## src/rtl/window_addr_pkg.sv

```systemverilog
// -----------------------------------------------------------------------------
// window_addr_pkg
// Shared types and elaboration-time helpers for the sliding-window address
// generator: the controller state encoding and the constant functions that
// derive output-map geometry and per-lane address offsets from the
// image/kernel parameters.
// -----------------------------------------------------------------------------
package window_addr_pkg;

    typedef enum logic [1:0] {
        IDLE = 2'd0,
        WAIT = 2'd1,
        RUN  = 2'd2,
        DONE = 2'd3
    } state_t;

    // Number of window positions along x.
    function automatic int calc_out_w(input int img_w, input int k, input int stride);
        return (img_w - k) / stride + 1;
    endfunction

    // Number of window positions along y.
    function automatic int calc_out_h(input int img_h, input int k, input int stride);
        return (img_h - k) / stride + 1;
    endfunction

    // Address distance between the first windows of neighbouring lanes.
    function automatic int calc_lane_ofs(input int img_w, input int img_h, input int k,
                                         input int stride, input int lanes);
        return (calc_out_h(img_h, k, stride) / lanes) * stride * img_w;
    endfunction

    // Counter width able to hold 0..mod-1 (at least one bit).
    function automatic int cnt_w(input int mod);
        return (mod > 1) ? $clog2(mod) : 1;
    endfunction

endpackage

```

## src/rtl/window_addr_gen_if.sv

```systemverilog
// -----------------------------------------------------------------------------
// window_addr_gen_if
// Bundles the controller handshake (start/base_addr/busy/done) and the
// address stream toward the datapath (addr/addr_valid/addr_ready plus the
// window framing flags).
//   master : the address generator (drives addr_valid, addr, win_first,
//            win_last, busy, done; receives start, base_addr, addr_ready)
//   slave  : controller plus consumer side, mirror directions
// -----------------------------------------------------------------------------
interface window_addr_gen_if #(
    parameter int LANES  = 2,
    parameter int ADDR_W = 8
);
    logic                             start;
    logic [ADDR_W-1:0]                base_addr;
    logic                             addr_ready;
    logic                             addr_valid;
    logic [LANES-1:0][ADDR_W-1:0]     addr;
    logic                             win_first;
    logic                             win_last;
    logic                             busy;
    logic                             done;

    modport master (
        input  start, base_addr, addr_ready,
        output addr_valid, addr, win_first, win_last, busy, done
    );

    modport slave (
        output start, base_addr, addr_ready,
        input  addr_valid, addr, win_first, win_last, busy, done
    );
endinterface

```

## src/rtl/wrap_counter.sv

```systemverilog
// -----------------------------------------------------------------------------
// wrap_counter
// Modulus-MOD up counter with synchronous clear and count enable. o_tc is
// high while the count sits at MOD-1, so chained counters advance on
// (enable && every lower terminal count).
//   clk, reset : clock, asynchronous active-high reset
//   i_clr      : synchronous clear (wins over i_en)
//   i_en       : advance by one, wrapping to 0 after MOD-1
//   o_cnt      : current count
//   o_tc       : terminal count (o_cnt == MOD-1)
// -----------------------------------------------------------------------------
module wrap_counter #(
    parameter int MOD = 4,
    parameter int W   = 2
) (
    input  logic         clk,
    input  logic         reset,
    input  logic         i_clr,
    input  logic         i_en,
    output logic [W-1:0] o_cnt,
    output logic         o_tc
);
    logic [W-1:0] r_cnt;

    assign o_cnt = r_cnt;
    assign o_tc  = (r_cnt == W'(MOD - 1));

    always_ff @(posedge clk or posedge reset) begin
        if (reset) begin
            r_cnt <= '0;
        end else if (i_clr) begin
            r_cnt <= '0;
        end else if (i_en) begin
            r_cnt <= o_tc ? '0 : r_cnt + W'(1);
        end
    end
endmodule

```

## src/rtl/window_addr_gen.sv

```systemverilog
// -----------------------------------------------------------------------------
// window_addr_gen
// Walks a KxK kernel over an IMG_W x IMG_H image at STRIDE and emits one read
// address per tap on LANES ports; each lane owns an equal band of output rows.
// Order (innermost first): kc, kr, ox, oy.
//   clk, reset     : clock, asynchronous active-high reset
//   bus.start      : run request, honoured only in IDLE or DONE
//   bus.base_addr  : image base, captured when start is honoured
//   bus.addr_ready : consumer takes the current address set
//   bus.addr_valid : bus.addr holds a tap
//   bus.addr       : per-lane tap address (modulo 2^ADDR_W)
//   bus.win_first  : tap is kr=0,kc=0 of its window
//   bus.win_last   : tap is kr=K-1,kc=K-1 of its window
//   bus.busy       : WAIT or RUN
//   bus.done       : DONE
// -----------------------------------------------------------------------------
module window_addr_gen
    import window_addr_pkg::*;
#(
    parameter int IMG_W       = 12,
    parameter int IMG_H       = 12,
    parameter int K           = 5,
    parameter int STRIDE      = 1,
    parameter int LANES       = 2,
    parameter int ADDR_W      = 8,
    parameter int START_DELAY = 0
) (
    input  logic               clk,
    input  logic               reset,
    window_addr_gen_if.master  bus
);
    localparam int OUT_W         = calc_out_w(IMG_W, K, STRIDE);
    localparam int OUT_H         = calc_out_h(IMG_H, K, STRIDE);
    localparam int ROWS_PER_LANE = OUT_H / LANES;
    localparam int LANE_OFS      = calc_lane_ofs(IMG_W, IMG_H, K, STRIDE, LANES);
    localparam int KW            = cnt_w(K);
    localparam int OXW           = cnt_w(OUT_W);
    localparam int OYW           = cnt_w(ROWS_PER_LANE);
    localparam int DLY_W         = cnt_w(START_DELAY);
    localparam int DLY_LAST      = (START_DELAY > 0) ? START_DELAY - 1 : 0;

    // Step sizes of the running bases; constants, so no datapath multiplier.
    localparam logic [ADDR_W-1:0] C_ROW  = ADDR_W'(IMG_W);
    localparam logic [ADDR_W-1:0] C_COL  = ADDR_W'(STRIDE);
    localparam logic [ADDR_W-1:0] C_BAND = ADDR_W'(STRIDE * IMG_W);

    if (K > IMG_W) begin : g_bad_k_w
        $error("window_addr_gen: K=%0d exceeds IMG_W=%0d", K, IMG_W);
    end
    if (K > IMG_H) begin : g_bad_k_h
        $error("window_addr_gen: K=%0d exceeds IMG_H=%0d", K, IMG_H);
    end
    if ((OUT_H % LANES) != 0) begin : g_bad_lanes
        $error("window_addr_gen: OUT_H=%0d not divisible by LANES=%0d", OUT_H, LANES);
    end

    state_t                        r_state;
    logic                          r_valid;
    logic [DLY_W-1:0]              r_dly;
    logic [LANES-1:0][ADDR_W-1:0]  r_addr;
    logic [LANES-1:0][ADDR_W-1:0]  w_lane_ofs;

    // Running bases for lane 0: r_org = current output-row band origin,
    // r_win = current window origin, r_row = current kernel row start.
    logic [ADDR_W-1:0] r_org, r_win, r_row;
    logic [ADDR_W-1:0] w_nxt_org, w_nxt_win, w_nxt_row, w_nxt_tap;

    logic           w_start_acc, w_fire, w_final;
    logic           w_kc_tc, w_kr_tc, w_ox_tc, w_oy_tc;
    logic [KW-1:0]  w_kc, w_kr;
    logic [OXW-1:0] w_ox;
    logic [OYW-1:0] w_oy;
    logic           w_unused_cnt;

    assign w_start_acc  = bus.start && ((r_state == IDLE) || (r_state == DONE));
    assign w_fire       = r_valid && bus.addr_ready;
    assign w_final      = w_fire && w_kc_tc && w_kr_tc && w_ox_tc && w_oy_tc;
    assign w_unused_cnt = ^{w_ox, w_oy};

    for (genvar g = 0; g < LANES; g++) begin : g_lane_ofs
        assign w_lane_ofs[g] = ADDR_W'(g * LANE_OFS);
    end

    wrap_counter #(.MOD(K), .W(KW)) u_kc (
        .clk(clk), .reset(reset), .i_clr(w_start_acc), .i_en(w_fire),
        .o_cnt(w_kc), .o_tc(w_kc_tc)
    );
    wrap_counter #(.MOD(K), .W(KW)) u_kr (
        .clk(clk), .reset(reset), .i_clr(w_start_acc), .i_en(w_fire && w_kc_tc),
        .o_cnt(w_kr), .o_tc(w_kr_tc)
    );
    wrap_counter #(.MOD(OUT_W), .W(OXW)) u_ox (
        .clk(clk), .reset(reset), .i_clr(w_start_acc),
        .i_en(w_fire && w_kc_tc && w_kr_tc),
        .o_cnt(w_ox), .o_tc(w_ox_tc)
    );
    wrap_counter #(.MOD(ROWS_PER_LANE), .W(OYW)) u_oy (
        .clk(clk), .reset(reset), .i_clr(w_start_acc),
        .i_en(w_fire && w_kc_tc && w_kr_tc && w_ox_tc),
        .o_cnt(w_oy), .o_tc(w_oy_tc)
    );

    // Next lane-0 tap: the carry out of each counter selects which running
    // base advances; lower bases reload from the one that moved.
    always_comb begin
        w_nxt_org = r_org;
        w_nxt_win = r_win;
        w_nxt_row = r_row;
        w_nxt_tap = r_addr[0] + ADDR_W'(1);
        if (w_kc_tc) begin
            if (!w_kr_tc) begin
                w_nxt_row = r_row + C_ROW;
            end else if (!w_ox_tc) begin
                w_nxt_win = r_win + C_COL;
                w_nxt_row = w_nxt_win;
            end else begin
                w_nxt_org = r_org + C_BAND;
                w_nxt_win = w_nxt_org;
                w_nxt_row = w_nxt_org;
            end
            w_nxt_tap = w_nxt_row;
        end
    end

    // Base registers only matter while RUN, so they carry no reset.
    always_ff @(posedge clk) begin
        if (w_start_acc) begin
            r_org <= bus.base_addr;
            r_win <= bus.base_addr;
            r_row <= bus.base_addr;
        end else if (w_fire) begin
            r_org <= w_nxt_org;
            r_win <= w_nxt_win;
            r_row <= w_nxt_row;
        end
    end

    always_ff @(posedge clk or posedge reset) begin
        if (reset) begin
            r_state <= IDLE;
            r_valid <= 1'b0;
            r_dly   <= '0;
            r_addr  <= '0;
        end else begin
            case (r_state)
                IDLE, DONE: begin
                    if (w_start_acc) begin
                        r_dly <= '0;
                        for (int l = 0; l < LANES; l++) begin
                            r_addr[l] <= bus.base_addr + w_lane_ofs[l];
                        end
                        if (START_DELAY == 0) begin
                            r_state <= RUN;
                            r_valid <= 1'b1;
                        end else begin
                            r_state <= WAIT;
                        end
                    end
                end
                WAIT: begin
                    if (r_dly == DLY_W'(DLY_LAST)) begin
                        r_state <= RUN;
                        r_valid <= 1'b1;
                    end else begin
                        r_dly <= r_dly + DLY_W'(1);
                    end
                end
                RUN: begin
                    if (w_final) begin
                        r_state <= DONE;
                        r_valid <= 1'b0;
                    end else if (w_fire) begin
                        for (int l = 0; l < LANES; l++) begin
                            r_addr[l] <= w_nxt_tap + w_lane_ofs[l];
                        end
                    end
                end
            endcase
        end
    end

    // Framing flags are qualified by valid so they read 0 outside RUN.
    assign bus.addr_valid = r_valid;
    assign bus.addr       = r_addr;
    assign bus.win_first  = r_valid && (w_kc == '0) && (w_kr == '0);
    assign bus.win_last   = r_valid && w_kc_tc && w_kr_tc;
    assign bus.busy       = (r_state == WAIT) || (r_state == RUN);
    assign bus.done       = (r_state == DONE);

endmodule

```

## src/flat_wrapper.sv

```systemverilog
// flat-port wrapper written by rule: the top's interface ports become plain ports
module window_addr_gen_flat import window_addr_pkg::*;
#(
    parameter int IMG_W       = 12,
    parameter int IMG_H       = 12,
    parameter int K           = 5,
    parameter int STRIDE      = 1,
    parameter int LANES       = 2,
    parameter int ADDR_W      = 8,
    parameter int START_DELAY = 0
)
  (clk, reset, bus_start, bus_base_addr, bus_addr_ready, bus_addr_valid, bus_addr, bus_win_first, bus_win_last, bus_busy, bus_done);
  window_addr_gen_if #(.LANES(LANES), .ADDR_W(ADDR_W)) bus_i ();
  input  logic clk;
  input  logic reset;
  input wire logic [$bits(bus_i.start)-1:0] bus_start;
  input wire logic [$bits(bus_i.base_addr)-1:0] bus_base_addr;
  input wire logic [$bits(bus_i.addr_ready)-1:0] bus_addr_ready;
  output wire logic [$bits(bus_i.addr_valid)-1:0] bus_addr_valid;
  output wire logic [$bits(bus_i.addr)-1:0] bus_addr;
  output wire logic [$bits(bus_i.win_first)-1:0] bus_win_first;
  output wire logic [$bits(bus_i.win_last)-1:0] bus_win_last;
  output wire logic [$bits(bus_i.busy)-1:0] bus_busy;
  output wire logic [$bits(bus_i.done)-1:0] bus_done;
  assign bus_i.start = bus_start;
  assign bus_i.base_addr = bus_base_addr;
  assign bus_i.addr_ready = bus_addr_ready;
  assign bus_addr_valid = bus_i.addr_valid;
  assign bus_addr = bus_i.addr;
  assign bus_win_first = bus_i.win_first;
  assign bus_win_last = bus_i.win_last;
  assign bus_busy = bus_i.busy;
  assign bus_done = bus_i.done;
  window_addr_gen #(.IMG_W(IMG_W), .IMG_H(IMG_H), .K(K), .STRIDE(STRIDE), .LANES(LANES), .ADDR_W(ADDR_W), .START_DELAY(START_DELAY)) u_core (.clk(clk), .reset(reset), .bus(bus_i));
endmodule
```

## config.mk

```make
export PLATFORM = sky130hd
export DESIGN_NAME = window_addr_gen_flat
export DESIGN_NICKNAME = d
export VERILOG_FILES = /design/src/rtl/window_addr_pkg.sv /design/src/rtl/window_addr_gen_if.sv /design/src/rtl/wrap_counter.sv /design/src/rtl/window_addr_gen.sv /design/src/flat_wrapper.sv
export SDC_FILE = /design/constraint.sdc
export NUM_CORES = 1
export LEC_CHECK = 0
export ABC_AREA = 0
export BUFFER_PORTS_ARGS = -buffer_cell sky130_fd_sc_hd__buf_2
export CAP_MARGIN = 20
export CORE_UTILIZATION = 53
export DETAILED_ROUTE_END_ITERATION = 8
export MAX_ROUTING_LAYER = met4
export PLACE_DENSITY = 0.76
export SLEW_MARGIN = 20
export SYNTH_ARGS = -nofsm -noshare
export SYNTH_HDL_FRONTEND = slang
export SYNTH_SLANG_ARGS = --single-unit
```

## constraint.sdc

```tcl
create_clock -name clk -period 2.25 [get_ports clk]
set_clock_uncertainty 0.1 [all_clocks]
set_input_delay 0.45 -clock clk [delete_from_list [all_inputs] [get_ports clk]]
set_output_delay 0.45 -clock clk [all_outputs]
set_load 0.02 [all_outputs]
```

======== After elaboration in Yosys (flattened, before gate mapping) ========
Index checks and enable logic that the tools add are counted.
Widths: inputs -> output; s select.
word-level totals
  register bits ........................... 55
  input port bits ......................... 12
  output and inout port bits .............. 21
  word-level logic and storage cells ...... 108
cells by class
  equality and inequality tests ........... 12
  add/subtract/negate cells ............... 11
  multiplexer cells ....................... 42
  reductions and logical operators ........ 31
operators with widths
  operator             number
  $mux 8               15
  $mux 16              3
  $pmux 16 s2          1
  $mux 3               9
  $reduce_bool 2->1    9
  $add 8x1->8 const B  2
  $add 8x4->8 const B  2
  $add 8x6->8 const B  2
  $mux 2               6
  $logic_and 1x1->1    10
  $add 3x1->3 const B  3
  $eq 3x3->1 const B   3
  $reduce_and 4->1     2
  $eq 2x2->1 const B   3
  $logic_not 3->1      2
  $ne 2x2->1 const B   3
  $pmux 2 s3           1
  $reduce_and 3->1     2
  $mux 1               5
  $ne 2x1->1 const B   2
  $reduce_and 2->1     2
  $pmux 1 s3           1
  $add 2x1->2 const B  1
  $eq 2x1->1 const B   1
  other kinds (5)      6

======== Depth between registers and ports, before layout ========
  depth after elaboration ................. 8
  gate-level depth with buffers ........... 11
  depth with buffers taken out ............ 10

======== Modules after synthesis ========
Synthesis repeated with hierarchy kept, for this count alone.
unflattened totals
  cells, all modules ...................... 331
  area total of the unflattened synthesis .. 3,173.0 µm²
by module, submodules not included
  module                          instances  cells an instance  sequential area each (µm²)  area an instance (µm²)
  window_addr_gen                 1          273                1,096.1                     2,566.2
  wrap_counter (u_core.u_kc ...)  2          18                 75.1                        173.9
  wrap_counter (u_core.u_ox)      1          13                 75.1                        155.1
  wrap_counter (u_core.u_oy)      1          9                  50.0                        103.8

======== Worst setup path before layout ========
OpenSTA, ideal clock, no wires.
  path type ............................... register to register
  from .................................... reg u_core.u_ox.r_cnt[0] (netlist: u_core.u_ox.o_cnt[0])
  to ...................................... reg u_core.r_addr (netlist bit u_core.bus.addr[15])
  stages on the path, launching flop included .. 10
  arrival time ............................ 1.968 ns
  buffers on the path ..................... 2
  setup time .............................. 0.087 ns
  required time ........................... 2.063 ns
  period minus slack after synthesis ...... 2.155 ns
  slack ................................... 0.095 ns
  cells stage by stage .................... dfrtp_1 ha_1 ha_1 buf_1 nand3_1 nand3_1 a21o_1 buf_4 a2111o_1 o211ai_1
on the way
  longest elaborated chain between the ends .. 8
  elaborated cells on any way between the ends .. 12
  those cells by class .................... 1 x add/sub; 2 x eq/ne; 6 x mux; 3 x reduce/logical
RTL lines
  item                           RTL line                RTL
  start, declared                wrap_counter.sv:23      logic [W-1:0] r_cnt;
  start signal, assigned         wrap_counter.sv:34      r_cnt <= o_tc ? '0 : r_cnt + W'(1);
  $eq 3x3->1 (*)                 wrap_counter.sv:26      assign o_tc = (r_cnt == W'(MOD - 1));
  $mux 8                         window_addr_gen.sv:113  end else if (!w_ox_tc) begin
  $mux 8                         window_addr_gen.sv:111  if (!w_kr_tc) begin
  $mux 8                         window_addr_gen.sv:110  if (w_kc_tc) begin
  $add 8x6->8                    window_addr_gen.sv:174  r_addr[l] <= w_nxt_tap + w_lane_ofs[l];
  $mux 16                        window_addr_gen.sv:172  end else if (w_fire) begin
  $mux 16                        window_addr_gen.sv:169  if (w_final) begin
  $pmux 16 s2                    window_addr_gen.sv:145  case (r_state)
  end signal, assigned by index  window_addr_gen.sv:150  r_addr[l] <= bus.base_addr + w_lane_ofs[l];
  end signal, assigned by index  window_addr_gen.sv:174
  end, declared                  window_addr_gen.sv:60   logic [LANES-1:0][ADDR_W-1:0] r_addr;
Mark *: on every way between the ends. The rest lies on a longest branch, timed or not. The select of a mux whose other input is x is not followed.
A chain may end at the register's enable or synchronous reset.

======== Worst setup path in the final report ========
  from .................................... reg u_core.u_kc.r_cnt[0] (netlist: u_core.u_kc.o_cnt[0])
  to ...................................... out bus_win_last
on the way
  longest elaborated chain between the ends .. 3
RTL lines
  item                            RTL line                RTL
  start, declared                 wrap_counter.sv:23
  start signal, assigned          wrap_counter.sv:34
  $eq 3x3->1                      wrap_counter.sv:26
  $logic_and 1x1->1 (2 in a row)  window_addr_gen.sv:186  assign bus.win_last = r_valid && w_kc_tc && w_kr_tc;
  end, declared                   flat_wrapper.sv:22      output wire logic [$bits(bus_i.win_last)-1:0] bus_win_last;
Every way passes these cells.

==> flow_metrics.tcl <==
set metrics [dict create \
    run_status "finished clean" \
    final_nets 399 \
    crit_type "register to output pin" \
    clockRootBuffer "clkbuf_8" \
    clockBufferDepth 2 \
    insertion_delay_ps 310 \
    ys_seq_area_share_pct 45.84 \
    routed_via_density 5.732 \
    cts_tree "built" \
    synthesis.area_um2 2992 \
    cp-endpoint "bus_win_last" \
    synth_top_area_share_pct 24.09 \
    slew_violations 0 \
    gp_congestion 0.8990 \
    arrival_ps 1600 \
    syn_area_per_cell_um2 9.262 \
    power_mw 3.513 \
    synth.distinct_cells 48 \
    antenna_cells 0 \
    reg2reg_setup_slack_ps 110 \
    antenna_found_initial 0 \
    io_pins 33 \
    layout_min_cycle_time_ps 2151 \
    std_cell_rows 26 \
    die_h_um 77.13 \
    drt_iter0_markers 212 \
    ant_nets 0 \
    synth_edf_count 24 \
    synth_nets 349 \
    ys.flop_type "dfrtp_1" \
    syn_to_final_growth_pct 16.44 \
    leakage_nw 1.560 \
    worstReg2RegEnd "u_core.bus.addr[14]$_DFFE_PP0P_" \
    wirelength_um 7159 \
    synth_warnings 0 \
    final_area_um2 3483 \
    cp_data_required_time_ps 1700 \
    cp-start-kind "register" \
    grt_first_pass_wirelength_um 11680 \
    min_path_type "input pin to async pin" \
    htree_levels 2 \
    setup_viol 0 \
    io_buffers 32 \
    relSlewSlack_pct 67.07 \
    drc 0 \
    cellPowerDensity_nw_per_um2 1008 \
    setup.worst_path.end_class "output pin" \
    ff2ff_path_depth 8 \
    setup.worst_path.start "u_core.u_kc.o_cnt[0]$_DFFE_PP0P_" \
    tightest_slew_ps 492.7 \
    max_cap_violations 0 \
    place_area_um2 3346 \
    cts_buffers 5 \
    clkSlewWorstSetupHoldPaths_ps 100 \
    drive_above_1_share_pct 23.80 \
    ys_async_sr_fraction_pct 52.00 \
    synth_top_area_cell "edfxtp_1" \
    final_hold_viol_count 0 \
    grt_max_degree 27 \
    fmax_mhz 464.9 \
    wl_per_cell_um 16.12 \
    cts_sinks 50 \
    yosys_register_bits 50 \
    cp_max_fo 4 \
    overflow 0 \
    initial_core_util_pct 56.77 \
    num_vias 2545 \
    dp_hpwl_um 5521 \
    fin_crit_sh_pct 95.59 \
    grt_usage_pct 26.20 \
    peakVddDrop_uv 843.6 \
    firstDrtPassIters 5 \
    fin_tns_setup_ps 0 \
    dieArea_um2 5949 \
    synthTopCellsByArea "edfxtp_1, dfrtp_1, ha_1" \
    die_w_um 77.13 \
    grt_pass1_vias 2411 \
    r2r-start "u_core.r_win[1]$_DFFE_PP_" \
    coreArea_um2 5270 \
    postSynthCellCount 323 \
]
[flip-flops by register name (all words and copies together), names as in the netlist]
name / cells
u_core.bus.addr_valid: 1
u_core.r_row: 8
u_core.u_kr.o_cnt: 3
u_core.r_org: 8
u_core.u_kc.o_cnt: 3
u_core.r_win: 8
u_core.u_oy.o_cnt: 2
u_core.bus.addr: 12
u_core.r_state: 2
u_core.u_ox.o_cnt: 3
[kinds of logic (layout without fill, tap and decap cells)]
| family | after synthesis | in the layout | share of synthesized area, % |
|---|---|---|---|
| mux | 5 | 5 | 1.715 |
| simple gates | 119 | 119 | 18.78 |
| flops | 50 | 50 | 45.84 |
| compound gates | 85 | 85 | 17.52 |
| xor+xnor | 19 | 19 | 5.563 |
| fa+ha+maj | 14 | 14 | 5.855 |
| buf+inv | 31 | 82 | 4.726 |
[placed cells by master (no fill, tap or decap), types with 5 or more instances in the layout]
cell      Yosys  routed
nand2_1      44      44
buf_2         2      32
ha_1         14      11
clkbuf_8      0       5
buf_4         6      26
edfxtp_1     24      24
xor2_1       15      15
a21oi_1      33      30
o21ai_0      18      18
dfrtp_1      26      26
nor2_1       31      31
and3_1        7       7
inv_1        16      16
nand3_1      13      13
o21ai_1       7       7
[worst min-delay path by stage]
stage                                          from                          endpoint  slack [ps]  cells after the start
CTS                                           reset    u_core.bus.addr[8]$_DFFE_PP0P_          90                      3
finish                                        reset  u_core.u_oy.o_cnt[1]$_DFFE_PP0P_          80                      3
global route                                  reset  u_core.u_oy.o_cnt[1]$_DFFE_PP0P_         130                      3
detailed placement  u_core.bus.addr[13]$_DFFE_PP0P_   u_core.bus.addr[13]$_DFFE_PP0P_         380                      2
global placement    u_core.bus.addr[13]$_DFFE_PP0P_   u_core.bus.addr[13]$_DFFE_PP0P_         370                      2
floorplan             u_core.r_state[1]$_DFFE_PP0P_     u_core.r_state[1]$_DFFE_PP0P_         370                      1
[where the power goes]
| group | internal (mW) | switching (mW) | total [mW] |
|---|---|---|---|
| Combinational | 0.623 | 0.918 | 1.54 |
| Clock | 0.288 | 0.309 | 0.597 |
| Sequential | 1.18 | 0.196 | 1.37 |
[worst max-delay path, stage by stage, from the launching register on]
cell and delay (ps):
dfrtp_1 390, inv_1 100, ha_2 220, and2_1 150
buf_4 130, and3_1 140, buf_2 150
[cell type report]
class	count	area (um^2)
inverters	16	60.06
flip-flops and latches	50	1371
clock buffers	7	97.59
well taps	70	87.58
clock inverters	1	7.507
fillers	470	1787
repair buffers	58	355.3
multi-input cells	242	1504
[synth_stat cells (2+ instances only)]
master and instances:
a21o_1 2, a21oi_1 33, a31o_2 2, a31oi_1 2
and2_1 2, and3_1 7, and4_1 2, buf_1 3
buf_2 2, buf_4 6, clkbuf_1 4, dfrtp_1 26
edfxtp_1 24, ha_1 14, inv_1 16, mux2i_1 4
nand2_1 44, nand2_2 2, nand2b_1 3, nand3_1 13
nand3b_1 3, nor2_1 31, nor3_1 4, o2111ai_1 2
o211ai_1 4, o21ai_0 18, o21ai_1 7, o21bai_1 4
o22ai_1 3, xnor2_1 4, xor2_1 15
[through the flow]
step                setup slack, ps  hold WS [ps]  util [%]  instances
floorplan                     95.20         371.4         -        323
global placement              57.88         370.1     63.49        435
detailed placement            8.927         382.2     63.49        435
CTS                           9.534         89.32     65.50        443
global route                 -3.570         131.6     66.10        444
finish                        99.23         84.49     66.10        444
[routing by layer]
| layer | global-route usage, % | share of wire, % | vias to the layer above |
|---|---|---|---|
| met2 | 39.91 | 46 | 109 |
| met3 | 4.405 | 5.6 | 14 |
| met4 | 8.679 | 1.7 | 0 |
| met5 | - | 0 | - |
| li1 | - | - | 1230 |
| met1 | 35.52 | 47 | 1192 |
[what timing repair did]
action                     4_1_cts  5_1_grt
buffers inserted                 0        1
resized for setup                1        8
hold buffers                     0        0
pin swaps                        0        2
setup endpoints to repair        2        9
Note: power is estimated with default switching activity, not from simulation.
